<file path="config.mk">
export PLATFORM = sky130hd
export DESIGN_NAME = alu_seq_unit
export DESIGN_NICKNAME = d
export VERILOG_FILES = /design/src/rtl/alu_pkg.sv /design/src/rtl/alu_muldiv_iter.sv /design/src/rtl/alu_seq_unit.sv
export SDC_FILE = /design/constraint.sdc
export NUM_CORES = 1
export LEC_CHECK = 0
export ABC_AREA = 1
export BUFFER_PORTS_ARGS = -buffer_cell sky130_fd_sc_hd__clkbuf_2
export CORE_UTILIZATION = 35
export CTS_CLUSTER_SIZE = 20
export DETAILED_ROUTE_END_ITERATION = 10
export GPL_TIMING_DRIVEN = 0
export PLACE_DENSITY = 0.6
export REMOVE_ABC_BUFFERS = 1
export SYNTH_ARGS = -nofsm -noshare
export SYNTH_HDL_FRONTEND = slang
export SYNTH_SLANG_ARGS = --single-unit
</file>
<file path="constraint.sdc">
create_clock -name clk -period 1.6 [get_ports clk]
set_clock_uncertainty 0.1 [all_clocks]
set_input_delay 0.08 -clock clk [delete_from_list [all_inputs] [get_ports clk]]
set_output_delay 0.08 -clock clk [all_outputs]
set_load 0.02 [all_outputs]
</file>
<file path="src/rtl/alu_pkg.sv">
// Shared definitions for alu_seq_unit: base op codes, RV-M funct3 codes,
// FSM state encoding and the base-op decode helper.
package alu_pkg;

    localparam logic [3:0] OpAdd  = 4'b0000;
    localparam logic [3:0] OpSub  = 4'b1000;
    localparam logic [3:0] OpSll  = 4'b0001;
    localparam logic [3:0] OpSlt  = 4'b0010;
    localparam logic [3:0] OpSltu = 4'b0011;
    localparam logic [3:0] OpXor  = 4'b0100;
    localparam logic [3:0] OpSrl  = 4'b0101;
    localparam logic [3:0] OpSra  = 4'b1101;
    localparam logic [3:0] OpOr   = 4'b0110;
    localparam logic [3:0] OpAnd  = 4'b0111;

    localparam logic [2:0] F3Mul    = 3'b000;
    localparam logic [2:0] F3Mulh   = 3'b001;
    localparam logic [2:0] F3Mulhsu = 3'b010;
    localparam logic [2:0] F3Mulhu  = 3'b011;
    localparam logic [2:0] F3Div    = 3'b100;
    localparam logic [2:0] F3Divu   = 3'b101;
    localparam logic [2:0] F3Rem    = 3'b110;
    localparam logic [2:0] F3Remu   = 3'b111;

    typedef enum logic [1:0] {
        StIdle = 2'd0,
        StBusy = 2'd1,
        StDone = 2'd2
    } alu_state_e;

    typedef enum logic [3:0] {
        FnAdd, FnSub, FnSll, FnSlt, FnSltu, FnXor, FnSrl, FnSra, FnOr, FnAnd, FnIllegal
    } base_fn_e;

    function automatic base_fn_e base_decode(input logic [3:0] op);
        base_fn_e fn;
        case (op)
            OpAdd:   fn = FnAdd;
            OpSub:   fn = FnSub;
            OpSll:   fn = FnSll;
            OpSlt:   fn = FnSlt;
            OpSltu:  fn = FnSltu;
            OpXor:   fn = FnXor;
            OpSrl:   fn = FnSrl;
            OpSra:   fn = FnSra;
            OpOr:    fn = FnOr;
            OpAnd:   fn = FnAnd;
            default: fn = FnIllegal;
        endcase
        return fn;
    endfunction

endpackage

</file>
<file path="src/rtl/alu_muldiv_iter.sv">
// Iterative RV-M engine: shift-add multiply / restoring divide on operand magnitudes,
// one iteration per cycle for XLEN cycles, sign fix-up applied on the final iteration.
module alu_muldiv_iter
    import alu_pkg::*;
#(
    parameter int unsigned XLEN = 32
) (
    input  logic            clk,
    input  logic            rst,
    input  logic            kill,
    input  logic            start,
    input  logic [2:0]      op,
    input  logic [XLEN-1:0] operand1,
    input  logic [XLEN-1:0] operand2,
    output logic            done,
    output logic [XLEN-1:0] result
);

    localparam int unsigned CntW = $clog2(XLEN);

    logic            run_q, run_d;
    logic [CntW-1:0] cnt_q, cnt_d;
    logic            is_div_q, is_div_d, sel_hi_q, sel_hi_d;
    logic            res_neg_q, res_neg_d, rem_neg_q, rem_neg_d;
    logic [XLEN-1:0] m_q, m_d, hi_q, hi_d, lo_q, lo_d;

    logic            is_div, a_signed, b_signed, a_neg, b_neg;
    logic [XLEN-1:0] a_mag, b_mag;
    logic [XLEN:0]   mul_sum, div_sh, div_diff;
    logic [XLEN-1:0] hi_n, lo_n, quo, rem;
    logic [2*XLEN-1:0] prod, prod_fix;

    always_comb begin
        is_div   = op[2];
        a_signed = is_div ? ~op[0] : (op == F3Mulh || op == F3Mulhsu);
        b_signed = is_div ? ~op[0] : (op == F3Mulh);
        a_neg    = a_signed & operand1[XLEN-1];
        b_neg    = b_signed & operand2[XLEN-1];
        a_mag    = a_neg ? -operand1 : operand1;
        b_mag    = b_neg ? -operand2 : operand2;
    end

    // mul: hi:lo holds partial product:multiplier; div: hi:lo holds remainder:dividend/quotient
    always_comb begin
        mul_sum  = {1'b0, hi_q} + {1'b0, (lo_q[0] ? m_q : {XLEN{1'b0}})};
        div_sh   = {hi_q, lo_q[XLEN-1]};
        div_diff = div_sh - {1'b0, m_q};
        if (is_div_q) begin
            if (!div_diff[XLEN]) begin
                hi_n = div_diff[XLEN-1:0];
                lo_n = {lo_q[XLEN-2:0], 1'b1};
            end else begin
                hi_n = div_sh[XLEN-1:0];
                lo_n = {lo_q[XLEN-2:0], 1'b0};
            end
        end else begin
            hi_n = mul_sum[XLEN:1];
            lo_n = {mul_sum[0], lo_q[XLEN-1:1]};
        end
        prod     = {hi_n, lo_n};
        prod_fix = res_neg_q ? -prod : prod;
        quo      = res_neg_q ? -lo_n : lo_n;
        rem      = rem_neg_q ? -hi_n : hi_n;
        if (is_div_q) begin
            result = sel_hi_q ? rem : quo;
        end else begin
            result = sel_hi_q ? prod_fix[2*XLEN-1:XLEN] : prod_fix[XLEN-1:0];
        end
        done = run_q & (cnt_q == '0);
    end

    always_comb begin
        run_d     = run_q;
        cnt_d     = cnt_q;
        is_div_d  = is_div_q;
        sel_hi_d  = sel_hi_q;
        res_neg_d = res_neg_q;
        rem_neg_d = rem_neg_q;
        m_d       = m_q;
        hi_d      = hi_q;
        lo_d      = lo_q;
        if (kill) begin
            run_d = 1'b0;
        end else if (start) begin
            run_d     = 1'b1;
            cnt_d     = CntW'(XLEN - 1);
            is_div_d  = is_div;
            sel_hi_d  = is_div ? op[1] : (op != F3Mul);
            res_neg_d = a_neg ^ b_neg;
            rem_neg_d = a_neg;
            m_d       = is_div ? b_mag : a_mag;
            hi_d      = '0;
            lo_d      = is_div ? a_mag : b_mag;
        end else if (run_q) begin
            hi_d  = hi_n;
            lo_d  = lo_n;
            cnt_d = cnt_q - CntW'(1);
            if (cnt_q == '0) begin
                run_d = 1'b0;
            end
        end
    end

    always_ff @(posedge clk or posedge rst) begin
        if (rst) begin
            run_q     <= 1'b0;
            cnt_q     <= '0;
            is_div_q  <= 1'b0;
            sel_hi_q  <= 1'b0;
            res_neg_q <= 1'b0;
            rem_neg_q <= 1'b0;
            m_q       <= '0;
            hi_q      <= '0;
            lo_q      <= '0;
        end else begin
            run_q     <= run_d;
            cnt_q     <= cnt_d;
            is_div_q  <= is_div_d;
            sel_hi_q  <= sel_hi_d;
            res_neg_q <= res_neg_d;
            rem_neg_q <= rem_neg_d;
            m_q       <= m_d;
            hi_q      <= hi_d;
            lo_q      <= lo_d;
        end
    end

endmodule

</file>
<file path="src/rtl/alu_seq_unit.sv">
// Handshaked EX-stage ALU: base RV32I ops in one cycle, RV-M ops on an iterative engine
// when ALU_MULDIV_EN is defined (otherwise RV-M codes report illegal).
module alu_seq_unit
    import alu_pkg::*;
#(
    parameter int unsigned XLEN = 32
) (
    input  logic            clk,
    input  logic            rst,
    input  logic            kill,
    input  logic            in_valid,
    output logic            in_ready,
    input  logic [4:0]      in_op,
    input  logic [XLEN-1:0] in_operand1,
    input  logic [XLEN-1:0] in_operand2,
    output logic            out_valid,
    input  logic            out_ready,
    output logic [XLEN-1:0] out_result,
    output logic            out_illegal,
    output logic            busy
);

    localparam int unsigned SHAMT_W = $clog2(XLEN);

    alu_state_e      state_q, state_d;
    logic [XLEN-1:0] result_q, result_d;
    logic            illegal_q, illegal_d;
    logic [XLEN-1:0] base_res;
    logic            base_ill;
    logic [SHAMT_W-1:0] shamt;

    assign shamt = in_operand2[SHAMT_W-1:0];

    always_comb begin
        base_res = '0;
        base_ill = 1'b0;
        unique case (base_decode(in_op[3:0]))
            FnAdd:   base_res = in_operand1 + in_operand2;
            FnSub:   base_res = in_operand1 - in_operand2;
            FnSll:   base_res = in_operand1 << shamt;
            FnSlt:   base_res = {{(XLEN-1){1'b0}}, $signed(in_operand1) < $signed(in_operand2)};
            FnSltu:  base_res = {{(XLEN-1){1'b0}}, in_operand1 < in_operand2};
            FnXor:   base_res = in_operand1 ^ in_operand2;
            FnSrl:   base_res = in_operand1 >> shamt;
            FnSra:   base_res = $unsigned($signed(in_operand1) >>> shamt);
            FnOr:    base_res = in_operand1 | in_operand2;
            FnAnd:   base_res = in_operand1 & in_operand2;
            default: base_ill = 1'b1;
        endcase
    end

`ifdef ALU_MULDIV_EN
    logic            md_start, md_done;
    logic [XLEN-1:0] md_result;
    logic            div_zero, div_ovf, md_special;
    logic [XLEN-1:0] special_res;
    logic [XLEN-1:0] int_min;

    assign int_min = {1'b1, {(XLEN-1){1'b0}}};

    // Divide-by-zero and signed overflow bypass the engine entirely
    always_comb begin
        div_zero    = in_op[2] && (in_operand2 == '0);
        div_ovf     = in_op[2] && !in_op[0] && (in_operand1 == int_min) && (&in_operand2);
        md_special  = div_zero || div_ovf;
        if (div_zero) begin
            special_res = in_op[1] ? in_operand1 : {XLEN{1'b1}};
        end else begin
            special_res = in_op[1] ? {XLEN{1'b0}} : int_min;
        end
    end

    alu_muldiv_iter #(
        .XLEN(XLEN)
    ) u_muldiv (
        .clk      (clk),
        .rst      (rst),
        .kill     (kill),
        .start    (md_start),
        .op       (in_op[2:0]),
        .operand1 (in_operand1),
        .operand2 (in_operand2),
        .done     (md_done),
        .result   (md_result)
    );
`endif

    always_comb begin
        state_d   = state_q;
        result_d  = result_q;
        illegal_d = illegal_q;
`ifdef ALU_MULDIV_EN
        md_start  = 1'b0;
`endif
        unique case (state_q)
            StIdle: begin
                if (in_valid && !kill) begin
                    state_d = StDone;
                    if (!in_op[4]) begin
                        result_d  = base_res;
                        illegal_d = base_ill;
                    end else begin
`ifdef ALU_MULDIV_EN
                        illegal_d = 1'b0;
                        if (md_special) begin
                            result_d = special_res;
                        end else begin
                            state_d  = StBusy;
                            md_start = 1'b1;
                        end
`else
                        result_d  = '0;
                        illegal_d = 1'b1;
`endif
                    end
                end
            end
            StBusy: begin
`ifdef ALU_MULDIV_EN
                if (md_done) begin
                    state_d   = StDone;
                    result_d  = md_result;
                    illegal_d = 1'b0;
                end
`else
                state_d = StIdle;
`endif
            end
            StDone: begin
                if (out_ready) begin
                    state_d = StIdle;
                end
            end
            default: state_d = StIdle;
        endcase
        if (kill) begin
            state_d = StIdle;
        end
    end

    always_ff @(posedge clk or posedge rst) begin
        if (rst) begin
            state_q   <= StIdle;
            result_q  <= '0;
            illegal_q <= 1'b0;
        end else begin
            state_q   <= state_d;
            result_q  <= result_d;
            illegal_q <= illegal_d;
        end
    end

    assign in_ready    = (state_q == StIdle);
    assign out_valid   = (state_q == StDone);
    assign out_result  = result_q;
    assign out_illegal = illegal_q;
`ifdef ALU_MULDIV_EN
    assign busy = (state_q == StBusy);
`else
    assign busy = 1'b0;
`endif

endmodule

</file>
# Yosys cells after proc, flatten, opt, wreduce, memory -nomap -nowiden
# Memories as Yosys holds them, arrays and structs flattened.
# Index checks and enable logic that the tools add are counted.
# W data, S select, Z words.
[classes] magnitude_cmp=2 shifts=3 bitwise_logic=3 muxes=8 n_eq_ne=12 div=0 addsub=2 mul=0 n_reduce_logical=7
[ops] cell="$pmux W32 S10" count=1
[ops] cell="$lt A32 B32 Y1" count=2
[ops] cell="$add A32 B32 Y32" count=1
[ops] cell="$and A32 B32 Y32" count=1
[ops] cell="$mux W32" count=1
[ops] cell="$or A32 B32 Y32" count=1
[ops] cell="$shl A32 B5 Y32" count=1
[ops] cell="$shr A32 B5 Y32" count=1
[ops] cell="$sshr A32 B5 Y32" count=1
[ops] cell="$sub A32 B32 Y32" count=1
[ops] cell="$xor A32 B32 Y32" count=1
[ops] cell="$eq A4 B3 Y1 const B" count=4
[ops] cell="$reduce_or A10 Y1" count=1
[ops] cell="$eq A4 B2 Y1 const B" count=2
[ops] cell="$eq A4 B4 Y1 const B" count=2
[ops] cell="$mux W2" count=3
[ops] cell="$ne A3 B2 Y1 const B" count=2
[ops] cell="$eq A4 B1 Y1 const B" count=1
[ops] cell="$logic_not A4 Y1" count=1
[ops] cell="$pmux W2 S2" count=1
[ops] cell="$reduce_and A2 Y1" count=2
[ops] cell="$eq A2 B2 Y1 const B" count=1
[ops] cell="$logic_not A2 Y1" count=1
[ops] cell="$mux W1" count=2
[ops] cell="other kinds (2)" count=2
[totals] ram_bits=0 word_cells=41 inputBits=74 n_memories=1 mem_bits_ro=64 latch_bits=0 ff_bits=35
[memory_table] name="(no name shown)" depth=16 width=4 read_ports=1 rd_ports_with_merged_regs=0 wr=0 line_no="alu_pkg.sv:37" text="case (op)"

# Logic depth before layout (Yosys ltp)
[logic_depth] ltp_word=5 mapped_depth=22

# Least setup slack after synthesis
# No wires, ideal clock.
[synth_path] kind="input-to-reg" from="input port in_operand2[4]" to="register result_q[22] (netlist: out_result[22])" arrival_ps=2399 n_path_buf=4 setup_ps=116 path_stages=21 path_slack_ps=-1016 cell_sequence="clkbuf_1 -> clkinv_1 -> clkbuf_1 -> buf_2 -> ha_1 -> clkbuf_1 -> nand2_1 -> nor2_1 -> nand2_1 -> nand3_1 -> nand2_1 -> nand2_1 -> nand2_1 -> nand2_1 -> nand2_1 -> nand3_1 -> nand2_1 -> inv_1 -> nand2_1 -> nand2_1 -> nand2_1"
[synth_via] elab_chain_len=3 elab_cells_between_ends=7
[synth_rtl] item="from (decl)" line_no="alu_seq_unit.sv:15" text="input logic [XLEN-1:0] in_operand2,"
[synth_rtl] item="$sub A32 B32 Y32, or another cell as far along" line_no="alu_seq_unit.sv:39" text="FnSub: base_res = in_operand1 - in_operand2;"
[synth_rtl] item="$pmux W32 S10 (*)" line_no="alu_seq_unit.sv:37" text="unique case (base_decode(in_op[3:0]))"
[synth_rtl] item="$mux W32 (*)" line_no="alu_seq_unit.sv:99" text="if (!in_op[4]) begin"
[synth_rtl] item="to (signal assigned)" line_no="alu_seq_unit.sv:148" text="result_q <= result_d;"
[synth_rtl] item="to (decl)" line_no="alu_seq_unit.sv:26" text="logic [XLEN-1:0] result_q, result_d;"
# Mark *: on every way between the ends. The rest lies on a longest branch, timed or not.
# A chain may end at the register's enable or synchronous reset.

# Final worst setup path
[layout_path] from="input port in_op[1]" to="register result_q[17] (netlist: out_result[17])"
[layout_via] elab_chain_len=4 elab_cells_between_ends=13
[layout_rtl] item="from (decl)" line_no="alu_seq_unit.sv:13" text="input logic [4:0] in_op,"
[layout_rtl] item="$mem_v2 Z16 W4 (*)"
[layout_rtl] item="$eq A4 B4 Y1, or another cell as far along" line_no="alu_seq_unit.sv:37"
[layout_rtl] item="$pmux W32 S10 (*)" line_no="alu_seq_unit.sv:37"
[layout_rtl] item="$mux W32 (*)" line_no="alu_seq_unit.sv:99"
# Marks and branches as above.

==> impl_results.md <==
- Buffer depth of the longest clock path: 2
- IR drop worst, VDD: 401 uV
- Maximum number of pins on one net before global-route repair: 56
- Reg area: 851 um^2
- Detailed-routing iteration count for the pre-antenna-repair pass: 9
- Number of nets in the final layout: 2849
- F_max: 0.487 GHz
- Nature of the critical path startpoint: primary input
- Number of placed instances, taps included: 2908
- Endpoint of the lowest-slack register-to-register path: out_result[10]
- Filler cell count in the final layout: 3457
- Number of synthesized register bits: 34
- Wire length of the first global-routing pass: 96800 um
- Critical path data arrival time: 2.13 ns
- Placement row count: 67
- Multi-input gate area: 11800 um^2
- Post-layout minimum cycle time: 2.05 ns
- Die footprint: 35500 um^2
- GR Layer Usage met2: 57.1%
- Vias after detailed routing: 17900
- TritonCTS clock tree: yes
- Period utilization: 128%
- Worst Setup SP: in_op[1]
- Max-slew headroom at the worst pin: 50.0%
- Total power: 8.60 mW
- Commonest register cell after synthesis: sky130_fd_sc_hd__dfrtp_1
- RSZ-0062 raised after global routing: true
- Layer with the highest usage: met2
- Number of clock sinks: 34
- Critical path fanouts, max: 5
- Post-synthesis sequential area ratio: 7.00%
- Starting utilization of the core area: 35.9%
- Kind of critical path: primary input to register
- Height of the die: 188 um
- Synthesized netlist cell count: 2455
- Port bufs: 108
- Synthesis-to-layout area growth: 45.8%
- Initial antenna violation count: 2
- Final hold violation count: 0
- Violated checks: setup timing
- Remaining antenna violation count: 0
- Overall die width: 188 um
- Overall track demand over capacity in global routing: 35.9%
- Filler-free cell count of the finished design: 3118
- Sort of element at the end of the critical path: register
- Insertion delay to the later sink of the worst-skew pair: 0.28 ns
- Static power due to leakage: 9.49 nW
- Status: finished with violations
- Synthesized cell area: 12200 um^2
- Post-synth top area cell: sky130_fd_sc_hd__nand2_1
- Pwr dens: 485 nW/um^2
- Critical register-to-register path startpoint: state_q[1]
- Number of top-level pins: 110
- Required time at the endpoint of the critical path: 1.68 ns
- Clock root buffer: sky130_fd_sc_hd__clkbuf_16
- Final Setup Violations: 32
- Vias in the first global route: 16500
- Worst Hold Launch: kill
- Number of H-tree levels: 2
- Initial drt markers: 2333
- Synth area leaders: sky130_fd_sc_hd__nand2_1, sky130_fd_sc_hd__nand3_1, sky130_fd_sc_hd__inv_1
- Hold WC Path Type: primary input to register
- Synth warn: 0
- GR Util met1: 45.2%
- Leading cell type by number of instances after synthesis: sky130_fd_sc_hd__nand2_1
- R2R setup slack: -0.06 ns
- Routability congestion estimate: 1.01
- Worst hold slack: 0.0899 ns
- Commonest cells in the synthesized netlist: sky130_fd_sc_hd__nand2_1, sky130_fd_sc_hd__nand3_1, sky130_fd_sc_hd__inv_1
- Clock slew at the register clock pins of the worst setup and hold paths: 0.06 ns
- Worst Tran Pin Value: 0.748 ns
- HPWL after DPL: 45300 um
- Worst path setup slack after routing: -0.454 ns
- Min-Delay Path Depth: 5
- Via density per instance: 5.75
- Final global-route overflow total: 0
- Core Box Area: 33900 um^2
- Per-instance average area after synthesis: 4.95 um^2
- Number of flops mapped to enable cells by yosys: 0
- Fraction of met3 tracks used by global routing: 5.31%
- R2r worst-path depth: 8
- Post-synthesis async set-or-reset flop share: 100%
- Final cell area excluding filler cells: 17700 um^2
- Count of cell types in the netlist: 37
- Area share of the largest cell type after synthesis: 29.0%
- Placed Area: 12800 um^2
- Number of remaining DRC errors: 0
- Hold Path Sink: out_result[21]
- Number of pins exceeding their max-slew limit in the final report: 0
- Number of buffers added by the clock tree synthesis step: 5
- Max-cap violation count: 0
- Final routed wire length divided by cell count: 21.4 um
- Total wire length after detailed routing: 66600 um
- Fraction of final layout cells with drive strength greater than 1: 30.7%
[worst max path at each step]
stage	slack (ns)	endpoint	cells past startpoint
2_1_floorplan	-1.47	out_result[0]	16
3_3_place_gp	-4.63	out_result[11]	16
3_5_place_dp	-3.62	out_result[11]	16
4_1_cts	-0.37	out_result[10]	16
5_1_grt	-0.51	out_result[17]	17
6_report	-0.45	out_result[17]	17
[cell families (layout without fill, tap and decap cells)]
| kind of cell | Yosys count | in the layout | synth area share [%] |
|---|---|---|---|
| simple gates | 1688 | 1694 | 59.4 |
| buf+inv | 469 | 676 | 15.3 |
| compound gates | 150 | 150 | 6.64 |
| fa+ha+maj | 108 | 108 | 11.2 |
| flops | 34 | 34 | 7.00 |
| xor+xnor | 5 | 5 | 0.360 |
| other cells | 1 | 3 | 0.0308 |
[cell usage in the layout (no fill, tap or decap), drive strengths merged, types with 2 or more instances in the layout]
cell type and instances:
a21oi 67, and2 14, buf 197, bufinv 2
clkbuf 103, clkinv 7, clkinvlp 5, dfrtp 34
diode 2, dlygate4sd3 3, fa 2, ha 106
inv 358, nand2 952, nand3 469, nand3b 4
nand4 41, nor2 199, nor3 12, o211ai 13
o21ai 61, o21bai 6, o22ai 2, or2 2
xor2 5
[state kept, by name, summed over array words and instances, names as in the netlist]
name         flops
out_result      32
state_q          1
out_illegal      1
[report_power, final]
group / switching (mW) / total (mW) / internal, mW / leakage, nW
combinational: 4.10 / 6.29 / 2.19 / 8.94
clock: 0.407 / 1.30 / 0.896 / 0.0940
sequential: 0.0502 / 1.00 / 0.951 / 0.462
total: 4.56 / 8.60 / 4.04 / 9.49
[per-layer routing]
| layer | share of wire (%) | wire [um] |
|---|---|---|
| met1 | 38 | 25200 |
| met2 | 43 | 28900 |
| met3 | 10 | 6910 |
| met4 | 8.4 | 5590 |
| met5 | 0 | 0 |
[final cells by class]
| class | instances | area share, % |
|---|---|---|
| multi-input cells | 1958 | 66.8 |
| repair buffers | 299 | 15.2 |
| inverters | 363 | 8.62 |
| flip-flops and latches | 34 | 4.80 |
| well taps | 448 | 3.16 |
| clock buffers | 5 | 0.706 |
| clock inverters | 3 | 0.388 |
| repair inverters | 6 | 0.381 |
| diodes | 2 | 0.0282 |
[through the flow]
stage          worst slack (ns)  setup TNS [ns]  utilization (%)
2_1_floorplan             -1.47          -43.37                -
3_3_place_gp              -4.63         -135.97             37.7
3_5_place_dp              -3.62         -103.58             37.9
4_1_cts                  -0.369           -9.31             47.8
5_1_grt                  -0.514          -11.14             52.3
6_report                 -0.454           -9.58             52.4
[worst max-delay path, stage by stage]
cell,delay (ns)
sky130_fd_sc_hd__clkbuf_16,0.12
sky130_fd_sc_hd__inv_8,0.04
sky130_fd_sc_hd__ha_4,0.26
sky130_fd_sc_hd__inv_2,0.04
sky130_fd_sc_hd__nand2_2,0.06
sky130_fd_sc_hd__nand3_2,0.08
sky130_fd_sc_hd__nand2_4,0.14
sky130_fd_sc_hd__nor2_4,0.06
sky130_fd_sc_hd__buf_6,0.14
sky130_fd_sc_hd__buf_8,0.14
sky130_fd_sc_hd__buf_6,0.14
sky130_fd_sc_hd__nand3_2,0.06
sky130_fd_sc_hd__nand4_1,0.14
sky130_fd_sc_hd__nor2_1,0.14
sky130_fd_sc_hd__nand4_1,0.26
sky130_fd_sc_hd__nand2_1,0.17
sky130_fd_sc_hd__nand2_1,0.06
[timing repair]
action / CTS / global route
setup endpoints to repair: 34 / 33
gates resized for setup: 467 / 344
hold buffers: 2 / 1
gates cloned: 22 / 0
pin swaps: 124 / 166
buffers inserted: 114 / 64
endpoints found under the hold margin: 1 / 34
(Power assumes the default switching activity.)
